<file path="config.mk">
export PLATFORM = sky130hd
export DESIGN_NAME = load_store_unit
export DESIGN_NICKNAME = d
export VERILOG_FILES = /design/src/rtl/load_store_unit.sv
export SDC_FILE = /design/constraint.sdc
export NUM_CORES = 1
export LEC_CHECK = 0
export ABC_AREA = 1
export ABC_CLOCK_PERIOD_IN_PS = 1730
export CELL_PAD_IN_SITES_DETAIL_PLACEMENT = 1
export CELL_PAD_IN_SITES_GLOBAL_PLACEMENT = 1
export CORE_MARGIN = 3
export CORE_UTILIZATION = 32
export CTS_CLUSTER_SIZE = 25
export DETAILED_ROUTE_END_ITERATION = 10
export HOLD_SLACK_MARGIN = 0.05
export PLACE_DENSITY_LB_ADDON = 0.1
export SLEW_MARGIN = 10
export SYNTH_ARGS = -nofsm -noshare
export SYNTH_HDL_FRONTEND = slang
export SYNTH_SLANG_ARGS = --single-unit
</file>
<file path="constraint.sdc">
create_clock -name clk_i -period 1.73 [get_ports clk_i]
set_input_delay 0.173 -clock clk_i [delete_from_list [all_inputs] [get_ports clk_i]]
set_output_delay 0.173 -clock clk_i [all_outputs]
set_load 0.005 [all_outputs]
</file>
<file path="src/rtl/load_store_unit.sv">
// Memory-stage load/store unit: one request/grant/response bus transaction per
// access, pipeline stall while outstanding, aligned and extended load results.
module load_store_unit (
    input  logic        clk_i,
    input  logic        rst_ni,
    input  logic        memread_i,
    input  logic        memwrite_i,
    input  logic [2:0]  width_select_i,
    input  logic [31:0] addr_i,
    input  logic [31:0] store_data_i,
    input  logic [4:0]  rd_addr_i,
    output logic        stall_o,
    output logic        dmem_req_o,
    output logic        dmem_we_o,
    output logic [31:0] dmem_addr_o,
    output logic [3:0]  dmem_be_o,
    output logic [31:0] dmem_wdata_o,
    input  logic        dmem_gnt_i,
    input  logic        dmem_rvalid_i,
    input  logic [31:0] dmem_rdata_i,
    output logic        load_valid_o,
    output logic [31:0] load_data_o,
    output logic [4:0]  load_rd_o,
    output logic        store_done_o,
    output logic        misaligned_o,
    output logic [31:0] misaligned_addr_o
);

    typedef enum logic [1:0] {
        ST_IDLE = 2'd0,
        ST_REQ  = 2'd1,
        ST_WAIT = 2'd2,
        ST_RESP = 2'd3
    } state_t;

    state_t      state_r;
    state_t      state_s;
    logic        access_s;
    logic        misaligned_s;
    logic        is_load_r;
    logic [2:0]  width_r;
    logic [1:0]  lane_r;
    logic [4:0]  rd_r;
    logic        req_r;
    logic        we_r;
    logic [31:0] bus_addr_r;
    logic [3:0]  be_r;
    logic [31:0] wdata_r;
    logic        load_valid_r;
    logic [31:0] load_data_r;
    logic [4:0]  load_rd_r;
    logic        store_done_r;
    logic        misaligned_r;
    logic [31:0] misaligned_addr_r;

    // Loads and stores decode the width code differently; bytes never fault.
    function automatic logic is_misaligned(input logic is_load, input logic [2:0] width,
                                           input logic [1:0] lane);
        logic half;
        logic word;
        half = 1'b0;
        word = 1'b0;
        if (is_load) begin
            case (width)
                3'b000, 3'b011: begin half = 1'b0; word = 1'b0; end
                3'b001, 3'b100: begin half = 1'b1; word = 1'b0; end
                default:        begin half = 1'b0; word = 1'b1; end
            endcase
        end else begin
            case (width)
                3'b000:  begin half = 1'b0; word = 1'b0; end
                3'b001:  begin half = 1'b1; word = 1'b0; end
                default: begin half = 1'b0; word = 1'b1; end
            endcase
        end
        return (half & lane[0]) | (word & (lane != 2'b00));
    endfunction

    function automatic logic [3:0] store_be(input logic [2:0] width, input logic [1:0] lane);
        case (width)
            3'b000:  return 4'b0001 << lane;
            3'b001:  return 4'b0011 << {lane[1], 1'b0};
            default: return 4'b1111;
        endcase
    endfunction

    function automatic logic [31:0] store_wdata(input logic [2:0] width, input logic [31:0] data);
        case (width)
            3'b000:  return {4{data[7:0]}};
            3'b001:  return {2{data[15:0]}};
            default: return data;
        endcase
    endfunction

    function automatic logic [31:0] load_extend(input logic [2:0] width, input logic [1:0] lane,
                                                input logic [31:0] rdata);
        logic [31:0] shifted;
        logic [7:0]  byte_v;
        logic [15:0] half_v;
        shifted = rdata >> {lane, 3'b000};
        byte_v  = shifted[7:0];
        half_v  = lane[1] ? rdata[31:16] : rdata[15:0];
        case (width)
            3'b000:  return {{24{byte_v[7]}}, byte_v};
            3'b001:  return {{16{half_v[15]}}, half_v};
            3'b011:  return {24'd0, byte_v};
            3'b100:  return {16'd0, half_v};
            default: return rdata;
        endcase
    endfunction

    assign access_s     = memread_i | memwrite_i;
    assign misaligned_s = is_misaligned(memread_i, width_select_i, addr_i[1:0]);

    // State register.
    always_ff @(posedge clk_i or negedge rst_ni) begin
        if (!rst_ni) begin
            state_r <= ST_IDLE;
        end else begin
            state_r <= state_s;
        end
    end

    // Next-state logic.
    always_comb begin
        state_s = state_r;
        case (state_r)
            ST_IDLE: begin
                if (access_s) begin
                    state_s = misaligned_s ? ST_RESP : ST_REQ;
                end else begin
                    state_s = ST_IDLE;
                end
            end
            ST_REQ: begin
                if (dmem_gnt_i) begin
                    state_s = ST_WAIT;
                end else begin
                    state_s = ST_REQ;
                end
            end
            ST_WAIT: begin
                if (dmem_rvalid_i) begin
                    state_s = ST_RESP;
                end else begin
                    state_s = ST_WAIT;
                end
            end
            ST_RESP: state_s = ST_IDLE;
            default: state_s = ST_IDLE;
        endcase
    end

    // Access capture, bus payload, and completion registers.
    always_ff @(posedge clk_i or negedge rst_ni) begin
        if (!rst_ni) begin
            is_load_r         <= 1'b0;
            width_r           <= 3'd0;
            lane_r            <= 2'd0;
            rd_r              <= 5'd0;
            req_r             <= 1'b0;
            we_r              <= 1'b0;
            bus_addr_r        <= 32'd0;
            be_r              <= 4'd0;
            wdata_r           <= 32'd0;
            load_valid_r      <= 1'b0;
            load_data_r       <= 32'd0;
            load_rd_r         <= 5'd0;
            store_done_r      <= 1'b0;
            misaligned_r      <= 1'b0;
            misaligned_addr_r <= 32'd0;
        end else begin
            // Completion flags are set only on entry to RESP, so they last one cycle.
            load_valid_r <= 1'b0;
            store_done_r <= 1'b0;
            misaligned_r <= 1'b0;
            case (state_r)
                ST_IDLE: begin
                    if (access_s) begin
                        is_load_r <= memread_i;
                        width_r   <= width_select_i;
                        lane_r    <= addr_i[1:0];
                        rd_r      <= rd_addr_i;
                        if (misaligned_s) begin
                            misaligned_r      <= 1'b1;
                            misaligned_addr_r <= addr_i;
                        end else begin
                            req_r      <= 1'b1;
                            we_r       <= ~memread_i;
                            bus_addr_r <= {addr_i[31:2], 2'b00};
                            be_r       <= memread_i ? 4'b1111 : store_be(width_select_i, addr_i[1:0]);
                            wdata_r    <= memread_i ? 32'd0 : store_wdata(width_select_i, store_data_i);
                        end
                    end
                end
                ST_REQ: begin
                    if (dmem_gnt_i) begin
                        req_r      <= 1'b0;
                        we_r       <= 1'b0;
                        bus_addr_r <= 32'd0;
                        be_r       <= 4'd0;
                        wdata_r    <= 32'd0;
                    end
                end
                ST_WAIT: begin
                    if (dmem_rvalid_i) begin
                        if (is_load_r) begin
                            load_valid_r <= 1'b1;
                            load_data_r  <= load_extend(width_r, lane_r, dmem_rdata_i);
                            load_rd_r    <= rd_r;
                        end else begin
                            store_done_r <= 1'b1;
                        end
                    end
                end
                default: begin
                end
            endcase
        end
    end

    assign stall_o = ((state_r == ST_IDLE) & access_s) | (state_r == ST_REQ) | (state_r == ST_WAIT);

    assign dmem_req_o        = req_r;
    assign dmem_we_o         = we_r;
    assign dmem_addr_o       = bus_addr_r;
    assign dmem_be_o         = be_r;
    assign dmem_wdata_o      = wdata_r;
    assign load_valid_o      = load_valid_r;
    assign load_data_o       = load_data_r;
    assign load_rd_o         = load_rd_r;
    assign store_done_o      = store_done_r;
    assign misaligned_o      = misaligned_r;
    assign misaligned_addr_o = misaligned_addr_r;

endmodule
</file>
## Word-level counts from Yosys, hierarchy flattened

Index checks and enable logic that the tools add are counted.

- Flip-flop bits (word level): 155
- Bits of input ports: 110
- Output and inout port bits: 143
- Logic and storage cells: 95

- Equal/unequal tests: 12
- Shifts and indexed selects: 3
- Muxes and demuxes: 44
- Bitwise logic cells: 8
- Reductions and logical operators: 12

Operators with widths:

| kind | count |
|---|---|
| $mux W32 | 6 |
| $pmux W32 S2 | 3 |
| $pmux W32 S4 | 1 |
| $shr A32 B5 Y8 | 1 |
| $mux W1 | 21 |
| $mux W16 | 1 |
| $mux W4 | 4 |
| $pmux W4 S2 | 2 |
| $pmux W2 S4 | 1 |
| $eq A3 B1 Y1 const B | 2 |
| $eq A3 B2 Y1 const B | 2 |
| $eq A3 B3 Y1 const B | 2 |
| $logic_not A3 Y1 | 2 |
| $mux W2 | 3 |
| $ne A2 B2 Y1 const B | 3 |
| $reduce_and A3 Y1 | 2 |
| $eq A2 B2 Y1 const B | 2 |
| $or A1 B1 Y1 | 4 |
| $pmux W1 S2 | 2 |
| $reduce_and A4 Y1 | 1 |
| $reduce_bool A2 Y1 | 2 |
| $reduce_or A2 Y1 | 2 |
| $reduce_or A4 Y1 | 1 |
| $shl A1 B2 Y4 const A | 1 |
| 6 further kinds | 8 |

## Depth between registers and ports, before layout

Gate-level depths: netlist of run 1.

- Word-level depth: 9
- Mapped depth: 11
- Depth with buffers taken out: 10

## Least setup slack after synthesis of run 1

Ideal clock, no wire load.

- Path kind: reg-to-reg
- From: reg state_r[1]
- To: reg misaligned_addr_r[23], in the netlist misaligned_addr_o[23]
- Setup time: 0.131 ns
- Data arrival time: 1.332 ns
- Required time: 1.599 ns
- Setup slack: 0.267 ns
- Stages on the path, launching flop included: 10
- Cell sequence: dfrtp_1 -> nor2_1 -> nand2_1 -> buf_4 -> inv_2 -> nand2_1 -> buf_4 -> buf_4 -> nand2_1 -> o21ai_0

- Cells in the longest elaborated chain, start to end: 2

Ends and longest elaborated chain:

| what | line | RTL |
|---|---|---|
| start: declaration | 36 | `state_t state_r;` |
| start signal: assignment | 120 | `state_r <= state_s;` |
| $logic_not A2 Y1 | 177 | `case (state_r)` |
| $reduce_and A3 Y1 (no source line) | -- |  |
| end signal: assignment | 186 | `misaligned_addr_r <= addr_i;` |
| end: declaration | 54 | `logic [31:0] misaligned_addr_r;` |

No other way between the ends.
A chain may end at the register's enable or synchronous reset.

## Worst setup path in the final report of run 1

- From: reg state_r[1]
- To: out stall_o

- Cells in the longest elaborated chain, start to end: 4
- Elaborated cells between the ends (all ways): 6
- Those cells by class: 2 x eq/ne; 3 x bitwise; 1 x reduce/logical

Ends and longest elaborated chain:

| what | line | RTL |
|---|---|---|
| $logic_not A2 Y1 | 222 | `assign stall_o = ((state_r == ST_IDLE) & access_s) \| (state_r == ST_REQ) \| (state_r == ST_WAIT);` |
| $and A1 B1 Y1 | 222 |  |
| $or A1 B1 Y1 | 222 |  |
| $or A1 B1 Y1 (*) | 222 |  |
| end: declaration | 12 | `output logic stall_o,` |

Mark *: on every way between the ends. The rest lies on a longest branch, timed or not.

==> flow_summary.ini, run 1 <==
[status]
outcome = complete, no violations

[finish]
fillCellCount = 2838
post_route_cells_drive_above_1_share = 0.08776
final_core_util = 0.4943
stdcell_area_um2 = 11360
nets = 1396
area_growth_pct = 49.86
n_antenna_cell = 0

[route]
wl_um = 27210
drc_errors = 0
first_pass_iters = 4
avgViaCountPerCell = 4.732
ant_nets = 0
dr_total_vias = 7628
post_drt_wl_per_cell_um = 16.88
drt-initial-drc-count = 358

[setup_path]
critPathKind = register to output port
r2r_cells = 5
cpPeakStageDelay_ns = 0.45
cpMaxStageDelayCell = dfrtp_2
arrival_ns = 1.49
path_depth = 4
required_ns = 1.56
path_cells = nor2_2 > nand2_2 > nand3_1 > dlygate4sd2_1
cp-start-kind = register
path_delay_family = flip-flops
critPathBufInv = 1
worst_setup_path_end_kind = output port
critPathMaxFanout = 4

[global_route]
grtUsageTotal = 0.2151
grt_pass1_vias = 8079
grt_pass1_wl_um = 44280
grt_overflow = 0
antenna_found_initial = 2
grt_max_degree = 58

[power]
power_density_nw_per_um2 = 1762
leakagePower_nw = 5.638
peakVddDrop_mv = 0.8130

[timing]
period_share = 0.9602
fmax_mhz = 602.0
hold_viol_final = 0
fin_ws_ns = 0.06880
tightest_slew_ns = 0.6093
finClkSkew_ns = 0.01053
finalCriticalPeriod_ns = 1.661
finalSetupViolCount = 0
slew_viol_final = 0
max_slew_margin = 0.5938
rsz0062_at_grt = false

[floorplanning]
core_area_um2 = 22980
rows = 55
start_util = 0.3298
ios = 253
die_area_um2 = 25570
die_y_um = 159.9
die_w_um = 159.9

[yosys]
ys_types = 29
ys_warn_count = 0
yosysSeqAreaShare = 0.5050
synth_top_area_share = 0.5050
syn_inst = 1023
avgSynthCellArea_um2 = 7.411
synth_area_leaders = dfrtp_1, nand2_1, nand3_1
yosys_register_bits = 153
synthesis.area_um2 = 7581
synth_top_cell_by_area = dfrtp_1

[placed_design]
place_area_um2 = 10720
portBuffers = 250
dpl_worst_slack_ns = -0.2501
gp_congestion = 0.8271
hpwlAfterDp_um = 19740

[cts]
clk_latency_ns = 0.43
cts_inserted_buffers = 17
clkSinkCount = 153
path_clk_slew_ns = 0.07
clk_path_buf_depth = 2
cts_tree = done
cts_root_buf = clkbuf_16
htreeDepth = 4

[job]
maxCapViolations = 0

[worst_hold_path]
worst_hold_path_type = input pin to async pin
[placed cells by master (no fill, tap or decap), drive strengths merged, types with 2 or more instances in the layout]
cell type        n
nand2          394
clkdlybuf4s50  248
dfrtp          153
inv            112
nand3           99
nor2            75
o21ai           62
buf             54
a21oi           20
clkbuf          18
o22ai           16
or2              9
nand4            8
a211oi           8
nor3             8
clkinv           5
o211ai           2
conb             2
bufinv           2
[path summary, 6_finish.rpt]
| kind | from | endpoint | slack, ns |
|---|---|---|---|
| max | state_r[1] | stall_o | 0.07 |
| min | rst_ni | load_data_o[30] | 0.29 |
| max reg2reg | state_r[1] | dmem_wdata_o[21] | 0.17 |
| min reg2reg | is_load_r | store_done_o | 0.45 |
| max in group asynchronous | rst_ni | dmem_addr_o[4] | 0.81 |
| min in group clk_i | rd_addr_i[0] | rd_r[0] | 0.30 |
[stage by stage]
| stage | hold WS (ns) | power [W] | instances | setup TNS, ns |
|---|---|---|---|---|
| detailed placement | 0.1929 | 0.01622 | 1578 | -20.58 |
| floorplan | -0.1226 | 0.01069 | 1024 | 0 |
| global placement | 0.1906 | 0.01596 | 1578 | -16.88 |
| global route | 0.2846 | 0.02161 | 1612 | 0 |
| finish | 0.2879 | 0.02002 | 1612 | 0 |
| CTS | 0.2818 | 0.02032 | 1612 | 0 |
[report_power, final]
group / switching, W / internal (W)
Sequential: 0.00102 / 0.00521
Clock: 0.00175 / 0.00220
Combinational: 0.00503 / 0.00481
Total: 0.00780 / 0.0122
[Yosys cell counts]
cell        n
nand2_1   392
dfrtp_1   153
inv_1     100
nand3_1    99
nor2_1     72
o21ai_0    50
clkbuf_1   23
buf_2      21
a21oi_1    19
o22ai_1    16
o21ai_1    11
buf_4       9
or2_2       9
a211oi_1    8
nand4_1     8
nor3_1      8
buf_6       5
inv_2       4
buf_1       3
nand2_2     2
nor2_2      2
o211ai_1    2
a21o_1      1
a21oi_2     1
clkinv_1    1
conb_1      1
nand3b_1    1
nor2_4      1
o21ai_2     1
[cells by family (layout without fill, tap and decap cells)]
logic type,after synthesis,count (layout),share of synthesized area
compound gates,109,109,0.07922
flops,153,153,0.5050
buf+inv,166,441,0.09506
other cells,1,2,0.0004947
simple gates,594,594,0.3202
[registers in the layout, summed over array words and instances (netlist names), 3 cells and up]
signal / flops
misaligned_addr_o: 32
rd_r: 5
load_data_o: 32
dmem_wdata_o: 32
width_r: 3
load_rd_o: 5
dmem_addr_o: 30
dmem_be_o: 4
[cell type report]
class                      count  area (µm²)  share of cell area
clock buffer                  18       429.2             0.03778
clock inverter                14       178.9             0.01575
inverter                     105       396.6             0.03491
multi-input combinational    705        3062              0.2695
sequential                   153        3830              0.3371
tap                          313       391.6             0.03447
timing repair buffer         304        3073              0.2705
[what timing repair did]
action / in CTS / in global routing
hold endpoints to repair: 46 / 0
setup buffers: 1 / 0
hold buffers: 1 / 0
gates resized for setup: 4 / 6
endpoints found under the setup margin: 1 / 42
[per-layer routing]
| layer | track usage | share of wire | vias up |
|---|---|---|---|
| met5 | 0 | 0.00088 | - |
| met2 | 0.3684 | 0.50 | 197 |
| li1 | - | - | 3713 |
| met4 | 0.05602 | 0.016 | 4 |
| met1 | 0.2784 | 0.44 | 3683 |
| met3 | 0.04410 | 0.048 | 31 |
Note: power is estimated with default switching activity, not from simulation.
==> inputs of run 2 (changes only) <==
--- a/config.mk
+++ b/config.mk
@@ -6,13 +6,14 @@
 export NUM_CORES = 1
 export LEC_CHECK = 0
 export ABC_AREA = 1
-export ABC_CLOCK_PERIOD_IN_PS = 1730
+export ABC_CLOCK_PERIOD_IN_PS = 1900
 export CELL_PAD_IN_SITES_DETAIL_PLACEMENT = 1
 export CELL_PAD_IN_SITES_GLOBAL_PLACEMENT = 1
 export CORE_MARGIN = 3
-export CORE_UTILIZATION = 32
+export CORE_UTILIZATION = 30
 export CTS_CLUSTER_SIZE = 25
 export DETAILED_ROUTE_END_ITERATION = 10
+export GPL_ROUTABILITY_DRIVEN = 0
 export HOLD_SLACK_MARGIN = 0.05
 export PLACE_DENSITY_LB_ADDON = 0.1
 export SLEW_MARGIN = 10
==> constraint.sdc (replaced) <==
create_clock -name clk_i -period 1.9 [get_ports clk_i]
set_input_delay 0.19 -clock clk_i [delete_from_list [all_inputs] [get_ports clk_i]]
set_output_delay 0.19 -clock clk_i [all_outputs]
set_load 0.005 [all_outputs]
==> flow_summary.ini, run 2 (synthesis results as in run 1) <==
[status]
outcome = complete, no violations

[finish]
final_common_cell = nand2_1
post_route_cells_drive_above_1_share = 0.07597
final_cell_mix = nand2_1, clkdlybuf4s50_1, dfrtp_1
area_growth_pct = 48.85
stdcell_count = 1617
stdcell_area_um2 = 11280
final_core_util = 0.4586
nets = 1387

[power]
p_seq_frac = 0.313
power.share.clock = 0.199
p_sw_frac = 0.3887
comb_power_share = 0.488
leakagePower_nw = 5.578
internal_power_w = 0.01102
power_switching_w = 0.007007
power_density_nw_per_um2 = 1597
peakVddDrop_mv = 0.6682

[timing]
fin_ws_ns = 0.2000
max_slew_margin = 0.5705
period_share = 0.8947
finClkSkew_ns = 0.01742
finalSetupViolCount = 0
tightest_slew_ns = 0.6418
rsz0062_at_grt = false
finalCriticalPeriod_ns = 1.700
fmax_mhz = 588.2
slew_viol_final = 0
hold_ws_ns = 0.2959
hold_viol_final = 0

[floorplanning]
die_w_um = 165.0
rows = 57
die_y_um = 165.0
die_area_um2 = 27210
ios = 253
start_util = 0.3081
core_area_um2 = 24600

[global_route]
grt_pass1_wl_um = 42630
grt_overflow = 0
antenna_found_initial = 2
grtUsageTotal = 0.2000
grt_pass1_vias = 7802
grt_max_degree = 68

[route]
dr_total_vias = 7498
avgViaCountPerCell = 4.637
drt-initial-drc-count = 339
post_drt_wl_per_cell_um = 16.67
drc_errors = 0
first_pass_iters = 5
ant_nets = 0
wl_um = 26950

[setup_path]
path_delay_family = flip-flops
arrival_ns = 1.51
cpPeakStageDelay_ns = 0.43
critPathMaxFanout = 4
cpMaxStageDelayCell = dfrtp_1
cp-start-kind = register
critPathKind = register to output port
path_cells = nor2_1 > nand2_2 > nand3_1 > dlygate4sd2_1
required_ns = 1.71
worst_setup_path_end_kind = output port
critPathBufInv = 1

[cts]
clk_latency_ns = 0.44
cts_tree = done
postCtsSetupBuffers = 0
clkSinkCount = 153
cts_root_buf = clkbuf_16
clk_path_buf_depth = 2
cts_inserted_buffers = 17
htreeDepth = 4
path_clk_slew_ns = 0.07

[placed_design]
place_area_um2 = 10660
placed_cells = 1581
portBuffers = 250
dpl_worst_slack_ns = -0.1276
hpwlAfterDp_um = 19420

[job]
maxCapViolations = 0

[worst_hold_path]
worst_hold_path_type = input pin to async pin
-- run 2: cell types whose count changed in the layout (fill, tap and decap cells not counted), sizes merged --
cell / change
buf: -9
clkinv: -3
clkinvlp: +3
diode: +3
-- run 2: layout make-up --
class                           instances  area, µm²
Timing Repair Buffer                  295       2993
Tap cell                              324      405.4
Sequential cell                       153       3829
Antenna cell                            3      7.507
Inverter                              105      394.1
Clock buffer                           18      429.2
Fill cell                            2985      13320
Clock inverter                         14      178.9
Multi-Input combinational cell        705       3048
-- run 2: timing repair --
action | 4_1_cts | 5_1_grt
endpoints found under the setup margin | 1 | 0
hold endpoints to repair | 47 | 0
resized for setup | 2 | 0
hold buffers | 1 | 0
-- run 2: power by group through the flow --
stage	clock [W]	combinational [W]	sequential, W
5_1_grt	0.00385	0.00985	0.00585
3_5_place_dp	0	0.00894	0.00571
4_1_cts	0.00369	0.00898	0.00568
3_3_place_gp	0	0.00881	0.00568
2_1_floorplan	0	0.00408	0.00565
6_report	0.00358	0.00879	0.00565
-- run 2: through the flow --
stage	TNS, ns	power [W]
2_1_floorplan	0	0.009733
3_3_place_gp	-1.316	0.01449
6_report	0	0.01803
4_1_cts	0	0.01835
3_5_place_dp	-5.209	0.01465
5_1_grt	0	0.01955
-- run 2: final timing paths --
kind                              start               to  slack (ns)  cells past startpoint
min in group clk_i         rd_addr_i[0]          rd_r[0]        0.33                      3
max reg2reg                  width_r[0]   load_data_o[5]        0.26                     10
min                              rst_ni  load_data_o[28]        0.30                      2
min reg2reg                dmem_be_o[1]     dmem_be_o[1]        0.47                      2
max in group asynchronous        rst_ni     dmem_be_o[3]        0.94                      3
max                          state_r[1]          stall_o        0.20                      4
-- run 2: metal layers --
layer  vias to the layer above  GRT usage  wire (µm)
met3                        25    0.04189       1313
met5                         -          0         13
met2                       159     0.3336      12970
met4                         2    0.05604        382
li1                       3709          -          -
met1                      3603     0.2629      12260
